`src/rtl/popcount_pkg.sv`:
```
// Shared constants and sizing helpers for the pipelined population counter.
package popcount_pkg;

  localparam int unsigned LEAF_W = 4;

  // Number of pairwise-add tree levels: ceil-log2 of the 4-bit group count.
  function automatic int unsigned stage_count(int unsigned width);
    int unsigned groups;
    groups = (width + LEAF_W - 1) / LEAF_W;
    return $clog2(groups);
  endfunction

  function automatic int unsigned stage_width(int unsigned idx);
    return 3 + idx;
  endfunction

  function automatic logic [2:0] leaf_count(logic [LEAF_W-1:0] grp);
    return {2'b00, grp[0]} + {2'b00, grp[1]} + {2'b00, grp[2]} + {2'b00, grp[3]};
  endfunction

endpackage

```
`src/rtl/popcount_stage.sv`:
```
// One registered pairwise-add level of the popcount tree, with valid/last tags
// and a hold enable used for backpressure.
module popcount_stage
  import popcount_pkg::*;
#(
  parameter int unsigned N_IN = 2,
  parameter int unsigned IN_W = 3
) (
  input  logic                          clk,
  input  logic                          rst_n,
  input  logic                          en,
  input  logic                          in_valid,
  input  logic                          in_last,
  input  logic [N_IN*IN_W-1:0]          in_data,
  output logic                          out_valid,
  output logic                          out_last,
  output logic [(N_IN/2)*(IN_W+1)-1:0]  out_data
);

  localparam int unsigned N_OUT = N_IN / 2;
  localparam int unsigned OUT_W = IN_W + 1;

  logic [N_OUT*OUT_W-1:0] sum_d;

  always_comb begin
    sum_d = '0;
    for (int k = 0; k < N_OUT; k++) begin
      sum_d[k*OUT_W +: OUT_W] = OUT_W'(in_data[(2*k)*IN_W +: IN_W])
                              + OUT_W'(in_data[(2*k+1)*IN_W +: IN_W]);
    end
  end

  always_ff @(posedge clk or negedge rst_n) begin
    if (!rst_n) begin
      out_valid <= 1'b0;
      out_last  <= 1'b0;
      out_data  <= '0;
    end else if (en) begin
      out_valid <= in_valid;
      out_last  <= in_last;
      out_data  <= sum_d;
    end
  end

endmodule

```
`src/rtl/popcount_pipe.sv`:
```
// Pipelined population counter with valid/ready backpressure. Define
// POPCOUNT_PIPE_ACCUM_EN to sum counts per packet (delimited by in_last).
module popcount_pipe
  import popcount_pkg::*;
#(
  parameter int unsigned WIDTH = 32,
  parameter int unsigned ACC_W = 16
) (
  input  logic             clk,
  input  logic             rst_n,
  input  logic             in_valid,
  output logic             in_ready,
  input  logic [WIDTH-1:0] in_data,
  input  logic             in_last,
  output logic             out_valid,
  input  logic             out_ready,
  output logic [ACC_W-1:0] out_count,
  output logic             out_sat
);

  localparam int unsigned T     = stage_count(WIDTH);
  localparam int unsigned NG    = 1 << T;
  localparam int unsigned P     = NG * LEAF_W;
  localparam int unsigned CW    = stage_width(T);
  localparam int unsigned BUS_W = NG * 3;

  logic stall, en, accept;

  assign stall    = out_valid & ~out_ready;
  assign en       = ~stall;
  assign in_ready = ~stall;
  assign accept   = in_valid & in_ready;

  // Leaf stage
  logic [P-1:0]     padded;
  logic [BUS_W-1:0] leaf_d, leaf_q;
  logic             leaf_valid_q, leaf_last_q;

  assign padded = P'(in_data);

  always_comb begin
    leaf_d = '0;
    for (int g = 0; g < NG; g++) begin
      leaf_d[g*3 +: 3] = leaf_count(padded[g*LEAF_W +: LEAF_W]);
    end
  end

  always_ff @(posedge clk or negedge rst_n) begin
    if (!rst_n) begin
      leaf_valid_q <= 1'b0;
      leaf_last_q  <= 1'b0;
      leaf_q       <= '0;
    end else if (en) begin
      leaf_valid_q <= accept;
      if (accept) begin
        leaf_q      <= leaf_d;
        leaf_last_q <= in_last;
      end
    end
  end

  // Tree levels share one bus width; narrower levels leave upper bits at zero.
  wire [T:0]       lvl_valid;
  wire [T:0]       lvl_last;
  wire [BUS_W-1:0] lvl_data [T+1];

  assign lvl_valid[0] = leaf_valid_q;
  assign lvl_last[0]  = leaf_last_q;
  assign lvl_data[0]  = leaf_q;

  for (genvar i = 0; i < T; i++) begin : g_tree
    localparam int unsigned NIN   = NG >> i;
    localparam int unsigned IW    = stage_width(i);
    localparam int unsigned IBITS = NIN * IW;
    localparam int unsigned OBITS = (NIN / 2) * (IW + 1);

    popcount_stage #(
      .N_IN (NIN),
      .IN_W (IW)
    ) u_stage (
      .clk       (clk),
      .rst_n     (rst_n),
      .en        (en),
      .in_valid  (lvl_valid[i]),
      .in_last   (lvl_last[i]),
      .in_data   (lvl_data[i][IBITS-1:0]),
      .out_valid (lvl_valid[i+1]),
      .out_last  (lvl_last[i+1]),
      .out_data  (lvl_data[i+1][OBITS-1:0])
    );

    if (OBITS < BUS_W) begin : g_pad
      assign lvl_data[i+1][BUS_W-1:OBITS] = '0;
    end
  end

  logic [CW-1:0] cnt;
  assign cnt = lvl_data[T][CW-1:0];

`ifdef POPCOUNT_PIPE_ACCUM_EN
  logic [ACC_W-1:0] acc_q, acc_d, base;
  logic [ACC_W:0]   sum_w;
  logic             sat_q, sat_d, start_q, ovf;

  always_comb begin
    base  = start_q ? '0 : acc_q;
    sum_w = {1'b0, base} + (ACC_W+1)'(cnt);
    ovf   = sum_w[ACC_W];
    acc_d = ovf ? '1 : sum_w[ACC_W-1:0];
    sat_d = (~start_q & sat_q) | ovf;
  end

  always_ff @(posedge clk or negedge rst_n) begin
    if (!rst_n) begin
      out_valid <= 1'b0;
      out_count <= '0;
      out_sat   <= 1'b0;
      acc_q     <= '0;
      sat_q     <= 1'b0;
      start_q   <= 1'b1;
    end else if (en) begin
      out_valid <= lvl_valid[T] & lvl_last[T];
      if (lvl_valid[T]) begin
        acc_q   <= acc_d;
        sat_q   <= sat_d;
        start_q <= lvl_last[T];
        if (lvl_last[T]) begin
          out_count <= acc_d;
          out_sat   <= sat_d;
        end
      end
    end
  end
`else
  always_ff @(posedge clk or negedge rst_n) begin
    if (!rst_n) begin
      out_valid <= 1'b0;
      out_count <= '0;
    end else if (en) begin
      out_valid <= lvl_valid[T];
      if (lvl_valid[T]) begin
        out_count <= ACC_W'(cnt);
      end
    end
  end

  assign out_sat = 1'b0;
`endif

endmodule

```
`config.mk`:
```
export PLATFORM = sky130hd
export DESIGN_NAME = popcount_pipe
export DESIGN_NICKNAME = d
export VERILOG_FILES = /design/src/rtl/popcount_pkg.sv /design/src/rtl/popcount_stage.sv /design/src/rtl/popcount_pipe.sv
export SDC_FILE = /design/constraint.sdc
export NUM_CORES = 1
export LEC_CHECK = 0
export BUFFER_PORTS_ARGS = -buffer_cell sky130_fd_sc_hd__buf_2
export CORE_AREA = 5 5 122 124
export CTS_CLUSTER_DIAMETER = 30
export CTS_CLUSTER_SIZE = 30
export DETAILED_ROUTE_END_ITERATION = 8
export DIE_AREA = 0 0 127 129
export PLACE_DENSITY = 0.45
export SLEW_MARGIN = 15
export SYNTH_ARGS = -nofsm -noshare
export SYNTH_HDL_FRONTEND = slang
export SYNTH_HIERARCHICAL = 1
export SYNTH_SLANG_ARGS = --single-unit
```
`constraint.sdc`:
```
create_clock -name clk -period 2.9 [get_ports clk]
set_input_delay 0.29 -clock clk [delete_from_list [all_inputs] [get_ports clk]]
set_output_delay 0.29 -clock clk [all_outputs]
set_load 0.02 [all_outputs]
```
==> results of run 1 <==
[critical path: stages, from the launching register on]
cell and delay [ns]:
dfrtp_1 0.40, nand2b_4 0.48, buf_2 0.28
[cell usage in the layout, fill, tap and decap left out, types with 8 or more instances in the layout]
cell and n:
dfrtp_1 67, conb_1 11, ha_1 41, fa_1 15, inv_1 60, mux2_4 25, mux2i_1 8, mux2_2 22
clkbuf_16 9, a21oi_1 10, o21ai_0 8, buf_2 43
[what timing repair did]
item | CTS | global route
hold buffers | 1 | 0
hold endpoints to repair | 9 | 0
endpoints found under the setup margin | 0 | 0
resized for setup | 0 | 0
[stage by stage]
step | total power, mW | setup slack (ns) | util (%) | cell area, um2
after floorplan | 3.422 | 1.216 | - | 4136
after global placement | 3.791 | 1.100 | 32.32 | 4417
after detailed placement | 3.839 | 1.079 | 32.32 | 4417
after CTS | 5.006 | 1.085 | 34.65 | 4736
after global routing | 5.338 | 1.017 | 34.65 | 4736
final | 4.906 | 1.126 | 34.65 | 4736
[layout make-up]
cell class	instances	area, um2
Clock buffer	10	229.0
Fill cell	1390	8930
Tap cell	180	225.2
Inverter	61	229.0
Timing Repair Buffer	46	252.7
Sequential cell	67	1677
Clock inverter	6	80.08
Multi-Input combinational cell	192	2043
[state kept, by name (all words and copies together), names as in the netlist]
signal / count
g_tree.u_stage/out_data: 32
g_tree.u_stage/out_valid: 3
out_valid: 1
leaf_q: 24
leaf_valid_q: 1
out_count: 6
[layer usage]
layer	vias up	routed length, um	track usage, %
li1	1168	-	-
met1	1115	3112	11.21
met2	39	2913	12.89
met3	8	244	2.034
met4	0	117	3.596
met5	-	0	0
[worst max path at each step]
stage	start	endpoint	depth (start not counted)
final	out_valid	in_ready	2
after global routing	out_valid	in_ready	2
after CTS	out_valid	in_ready	2
after detailed placement	in_data[8]	leaf_q[7]	7
after global placement	in_data[8]	leaf_q[7]	7
after floorplan	in_data[12]	leaf_q[10]	6
[power groups by stage]
stage	Combinational (mW)	Clock, mW	Sequential (mW)
after CTS	2.17	1.17	1.67
after global routing	2.42	1.21	1.71
after floorplan	1.78	0	1.65
after detailed placement	2.16	0	1.68
final	2.12	1.13	1.66
after global placement	2.12	0	1.67
==> run metrics, run 1 <==
status finished clean; global-route wire length before repair 11070 um; Clock Power Share 23.0%; critical path launch point type register; HP Start in_data[26]; Worst-Margin Slew 0.6229 ns; min cycle time layout 1.774 ns; post-route clock period utilization 61.16%; largest net degree at the start of global routing 68; CTS clk-pin slew, worst paths 0.06 ns; Max-slew headroom 58.48%; sw power 1.618 mW; Setup Fix Bufs, Post-CTS 0; worst hold slack 0.3322 ns; Post-Layout Cell Count 562; placed cells 545; Die Y 129 um; Fmax achieved 0.5638 GHz; Cell Int Power 3.288 mW; WHS Endpoint leaf_q[18]; IO buf count 43; Total Routing Usage GR 8.352%; total gr overflow 0; Max-cap violations 0; Root Driver clkbuf_16; Setup TNS 0 ns; Crit path arrival time 1.48 ns; nature of the critical path endpoint primary output; via count 2330; worst vdd ir 0.3614 mV; remaining antenna violation count after routing 0; DR DRC count 0; terminus of the critical flop-to-flop path g_tree[1].u_stage/out_data[0]; Core Area 13670 um2; CTS tree yes; DP Wirelength 4724 um; Ports 56; critical path class register to primary output; P_leak 2.476 nW; routability cong. 0.7004; Hold WC Path Type input pin to register; mapped cell area 4099 um2; R2R setup slack 1.18 ns; yosys warns 6; Max FO, Critical Path 49; Gate Count Post-Synth 329; vias in the first global route 2384; worst r2r src out_valid; combinational power share 43.3%; clk sink count 67; drt pass-1 iters 4; DR vias/cell 4.146; setup violators final 0; Layout Skew 0.006281 ns; antenna fix cells 0; hold path cells 3; Slew Limit Fails 0; Avg Inst Size Synth 12.46 um2; ratio of cells with drive above 1 in the final layout 29.58%; clock buffer depth 2; Routed WL 6387 um; initial antenna violation count 0; H-tree levels 3; Clock Latency Late Sink 0.32 ns; R2R depth 3; CTS Buf Count 9; required time of the worst setup path 2.61 ns; Initial Util 29.99%; sequential share of power 33.7%; area delta synth->final 15.54%; DR WL/cell 11.36 um; hold violation count in the final report 0; die area 16380 um2; Detailed Route Iter0 Violations 57; row count 43; pwr dens 1036 nW/um2; Die X-Extent 127 um; RSZ-0062 raised after global routing no; switching power share of the total 32.98%; Nets 470
Power figures use the tool's default switching activity.
==> run 2, diff against run 1 <==
--- a/config.mk
+++ b/config.mk
@@ -11,7 +11,7 @@
 export CTS_CLUSTER_SIZE = 30
 export DETAILED_ROUTE_END_ITERATION = 8
 export DIE_AREA = 0 0 127 129
-export PLACE_DENSITY = 0.45
+export PLACE_DENSITY = 0.47
 export SLEW_MARGIN = 15
 export SYNTH_ARGS = -nofsm -noshare
 export SYNTH_HDL_FRONTEND = slang
==> constraint.sdc (replaced) <==
create_clock -name clk -period 1.5 [get_ports clk]
set_input_delay 0.15 -clock clk [delete_from_list [all_inputs] [get_ports clk]]
set_output_delay 0.15 -clock clk [all_outputs]
set_load 0.02 [all_outputs]
==> run metrics, run 2 (same netlist as run 1, synthesis figures left out) <==
via count 2443; most frequent cells in the layout 66 x dfrtp_1, 54 x inv_1, 43 x buf_2; critical path launch point type register; max FFs per register 32; Fmax achieved 0.6642 GHz; largest net degree at the start of global routing 68; CTS clk-pin slew, worst paths 0.06 ns; Total Routing Usage GR 8.908%; DR WL/cell 11.76 um; DR vias/cell 4.162; die area 16380 um2; Initial Util 29.99%; CTS tree yes; hold path cells 3; DP Wirelength 5023 um; worst vdd ir 0.6972 mV; RSZ-0062 raised after global routing yes; pwr dens 1991 nW/um2; clk sink count 67; Ports 56; critical-path cell list ha_2, inv_1, fa_2, xnor2_1, mux2_2; critical path class register to register; clock buffer depth 2; Post-Layout Cell Count 587; final worst slack -0.005631 ns; row count 43; IO buf count 43; setup violators final 1; status finished, violations left; vias in the first global route 2518; R2R setup slack -0.006 ns; fill cell count 1371; Die Y 129 um; Nets 495; DR DRC count 0; initial antenna violation count 0; R2R depth 5; Tot Pwr 10.04 mW; min cycle time layout 1.506 ns; routability cong. 0.7186; Layout Skew 0.006635 ns; post-route clock period utilization 100.4%; top flop regs g_tree.u_stage/out_data (32), leaf_q (24), out_count (6); Worst path max stage delay 0.39 ns; nature of the critical path endpoint register; hold violation count in the final report 0; area delta synth->final 23.05%; Slew Limit Fails 0; global-route wire length before repair 11670 um; Clock Latency Late Sink 0.32 ns; Seq. cell area 1678 um2; most common cell after layout, fill and taps aside dfrtp_1; Detailed Route Iter0 Violations 85; total gr overflow 0; Routed WL 6905 um; CP max-delay cell dfrtp_1; Hold WC Path Type input pin to register; Multi-input gate area 2126 um2; H-tree levels 3; Crit path arrival time 1.71 ns; remaining antenna violation count after routing 0; required time of the worst setup path 1.70 ns; pre-CTS setup slack -0.2320 ns; placed cells 557; Core Area 13670 um2; drt pass-1 iters 4; Biggest register g_tree.u_stage/out_data; P_leak 2.580 nW; antenna fix cells 0; Die X-Extent 127 um; failing checks negative setup slack; CTS Buf Count 9; Max FO, Critical Path 2; ratio of cells with drive above 1 in the final layout 40.05%; Max-cap violations 0; Root Driver clkbuf_16
run 2: metrics by stage:
| stage | hold WS, ns | area, um2 | util (%) | setup TNS [ns] |
|---|---|---|---|---|
| final | 0.1909 | 5044 | 36.91 | -0.005631 |
| after global routing | 0.1898 | 5044 | 36.91 | -0.07557 |
| after CTS | 0.1840 | 4933 | 36.10 | 0 |
| after detailed placement | 0.2040 | 4604 | 33.69 | -2.664 |
| after global placement | 0.2018 | 4604 | 33.69 | -2.249 |
| after floorplan | -0.1456 | 4234 | - | -0.2082 |
run 2: what timing repair did:
| action | CTS | global route |
|---|---|---|
| gates cloned | 1 | 0 |
| endpoints found under the setup margin | 4 | 7 |
| setup buffers | 0 | 12 |
| hold buffers | 1 | 0 |
| gates resized for setup | 6 | 3 |
| pin swaps | 0 | 4 |
| hold endpoints to repair | 67 | 0 |
run 2: worst paths after layout:
path / to / from
setup / recovery: g_tree[1].u_stage/out_data[7] / g_tree[0].u_stage/out_data[8]
hold / removal: leaf_q[9] / in_data[14]
setup reg to reg: g_tree[1].u_stage/out_data[7] / g_tree[0].u_stage/out_data[8]
hold reg to reg: g_tree[2].u_stage/out_data[3] / g_tree[2].u_stage/out_data[3]
max in group asynchronous: g_tree[0].u_stage/out_data[2] / rst_n
min in group asynchronous: out_valid / rst_n
run 2: worst max-delay path, delay by kind of cell (launching register included):
family	cells	cell delay (ns)
adder cells (fa/ha/maj)	2	0.55
XOR/XNOR	1	0.13
buffers and inverters	1	0.06
flip-flops	1	0.39
multiplexers	1	0.25
run 2: power breakdown:
part	switching (mW)	internal [mW]
sequential	0.541	2.66
clock	0.748	1.32
combinational	2.08	2.70
total	3.36	6.67
run 2: cell type report:
type	instances	share of cell area, %
inverter	61	5.433
clock inverter	5	1.042
timing repair buffer	70	8.832
sequential	67	33.27
multi-input combinational	193	42.15
clock buffer	11	4.813
tap	180	4.465
run 2: routing by layer:
metal,vias up,global-route usage [%],wire (um)
met5,-,0,0
met4,0,3.218,60
met3,5,2.698,276
met2,39,13.92,3245
met1,1173,11.74,3322
li1,1226,-,-
==> run 3, diff against run 2 <==
--- a/config.mk
+++ b/config.mk
@@ -5,13 +5,14 @@
 export SDC_FILE = /design/constraint.sdc
 export NUM_CORES = 1
 export LEC_CHECK = 0
+export ABC_AREA = 1
 export BUFFER_PORTS_ARGS = -buffer_cell sky130_fd_sc_hd__buf_2
-export CORE_AREA = 5 5 122 124
+export CORE_AREA = 5 5 97 99
 export CTS_CLUSTER_DIAMETER = 30
 export CTS_CLUSTER_SIZE = 30
 export DETAILED_ROUTE_END_ITERATION = 8
-export DIE_AREA = 0 0 127 129
-export PLACE_DENSITY = 0.47
+export DIE_AREA = 0 0 102 104
+export PLACE_DENSITY = 0.72
 export SLEW_MARGIN = 15
 export SYNTH_ARGS = -nofsm -noshare
 export SYNTH_HDL_FRONTEND = slang
==> run metrics, run 3 <==
status finished clean; critical path launch point type register; Avg Inst Size Synth 8.785 um2; placed cells 616; largest net degree at the start of global routing 68; min cycle time layout 1.403 ns; setup violators final 0; fill cell count 775; Die Y 104 um; P_leak 2.638 nW; RSZ-0062 raised after global routing no; Fmax achieved 0.7126 GHz; ratio of cells with drive above 1 in the final layout 19.89%; Die X-Extent 102 um; routability cong. 0.8572; critical-path cell list ha_2, fa_2, nand3_1, nand3_1, nand3_1, nand2_1; H-tree levels 3; remaining antenna violation count after routing 0; Tot Pwr 8.428 mW; Post-Layout Cell Count 636; Detailed Route Iter0 Violations 121; CTS clk-pin slew, worst paths 0.08 ns; Setup TNS 0 ns; CTS Buf Count 9; DR vias/cell 4.742; CP max-delay cell dfrtp_1; DR DRC count 0; vias in the first global route 3054; CTS tree yes; worst r2r src g_tree[1].u_stage/out_data[0]; total gr overflow 0; Seq. cell area 1677 um2; initial antenna violation count 0; Crit path arrival time 1.63 ns; Worst path max stage delay 0.41 ns; Multi-input gate area 2039 um2; Initial Util 49.29%; DP Wirelength 5309 um; global-route wire length before repair 13010 um; most frequent cells in the layout 144 x nand2_1, 67 x dfrtp_1, 66 x inv_1; die area 10610 um2; clk sink count 67; antenna fix cells 0; Ports 56; HP Start out_ready; Gate Count Post-Synth 475; CP Buf/Inv Count 0; most common cell after layout, fill and taps aside nand2_1; Total Routing Usage GR 14.80%; via count 3016; Layout Skew 0.01009 ns; most used cell, CP nand3_1; Top delay family on crit path adder cells; row count 34; mapped cell area 4173 um2; pwr dens 1817 nW/um2; Root Driver clkbuf_8; CP Launch Point g_tree[1].u_stage/out_data[0]; critical path class register to register; DR WL/cell 11.30 um; Nets 616; area delta synth->final 11.12%; Clock Latency Late Sink 0.34 ns; Hold WC Path Type input pin to register; post-route clock period utilization 93.56%; worst vdd ir 0.6801 mV; IO buf count 43; clock buffer depth 2; Core Area 8466 um2; required time of the worst setup path 1.73 ns; hold violation count in the final report 0; nature of the critical path endpoint register; Routed WL 7185 um; Biggest register g_tree.u_stage/out_data; max FFs per register 32; Max-cap violations 0; drt pass-1 iters 4; Max FO, Critical Path 3; top flop regs g_tree.u_stage/out_data (32), leaf_q (24), out_count (6); Slew Limit Fails 0; yosys warns 6
## run 3: metrics by stage
stage | util, % | cell area (um2) | worst slack, ns | hold WS (ns)
after floorplan | - | 4210 | 0.09044 | -0.1456
after global placement | 52.00 | 4402 | -0.01604 | 0.2022
after detailed placement | 52.00 | 4402 | -0.04013 | 0.1996
after CTS | 54.30 | 4597 | 0.005343 | 0.06394
after global routing | 54.77 | 4637 | 0.00001499 | 0.07846
final | 54.77 | 4637 | 0.09662 | 0.08460
## run 3: per-layer routing
layer	vias to the layer above	track usage [%]	wire length, um
li1	1540	-	-
met2	66	25.16	3579
met1	1400	18.02	3166
met5	-	0	0
met3	10	2.884	328
met4	0	6.186	110
## run 3: worst register-to-register path, delay by kind of cell (launching register included)
family	cells	cell delay, ns
adders and majority gates	2	0.59
and+or+nand+nor	4	0.30
DFF	1	0.41
## run 3: repair_timing
item / in CTS / in global routing
endpoints found under the hold margin: 67 / 0
buffers inserted: 0 / 3
setup endpoints to repair: 0 / 6
resized for setup: 0 / 7
hold buffers: 1 / 0
## run 3: power by group
group	total (mW)	internal, mW	switching, mW
clock network	1.43	0.763	0.663
logic	3.90	1.62	2.28
registers	3.11	2.56	0.543
total	8.43	4.95	3.48
## run 3: final timing paths
path	to	slack [ns]	cells after the start
setup / recovery	g_tree[2].u_stage/out_data[4]	0.1	6
hold / removal	leaf_valid_q	0.08	4
setup reg to reg	g_tree[2].u_stage/out_data[4]	0.1	6
hold reg to reg	out_count[3]	0.48	2
max in group asynchronous	out_count[3]	0.84	3
min in group asynchronous	leaf_q[7]	0.35	3
## run 3: cell type report
type | count | area share (%)
multi-input combinational | 320 | 43.98
timing repair buffer | 53 | 6.854
clock inverter | 5 | 1.160
sequential | 67 | 36.16
inverter | 72 | 6.098
clock buffer | 11 | 2.833
tap | 108 | 2.914
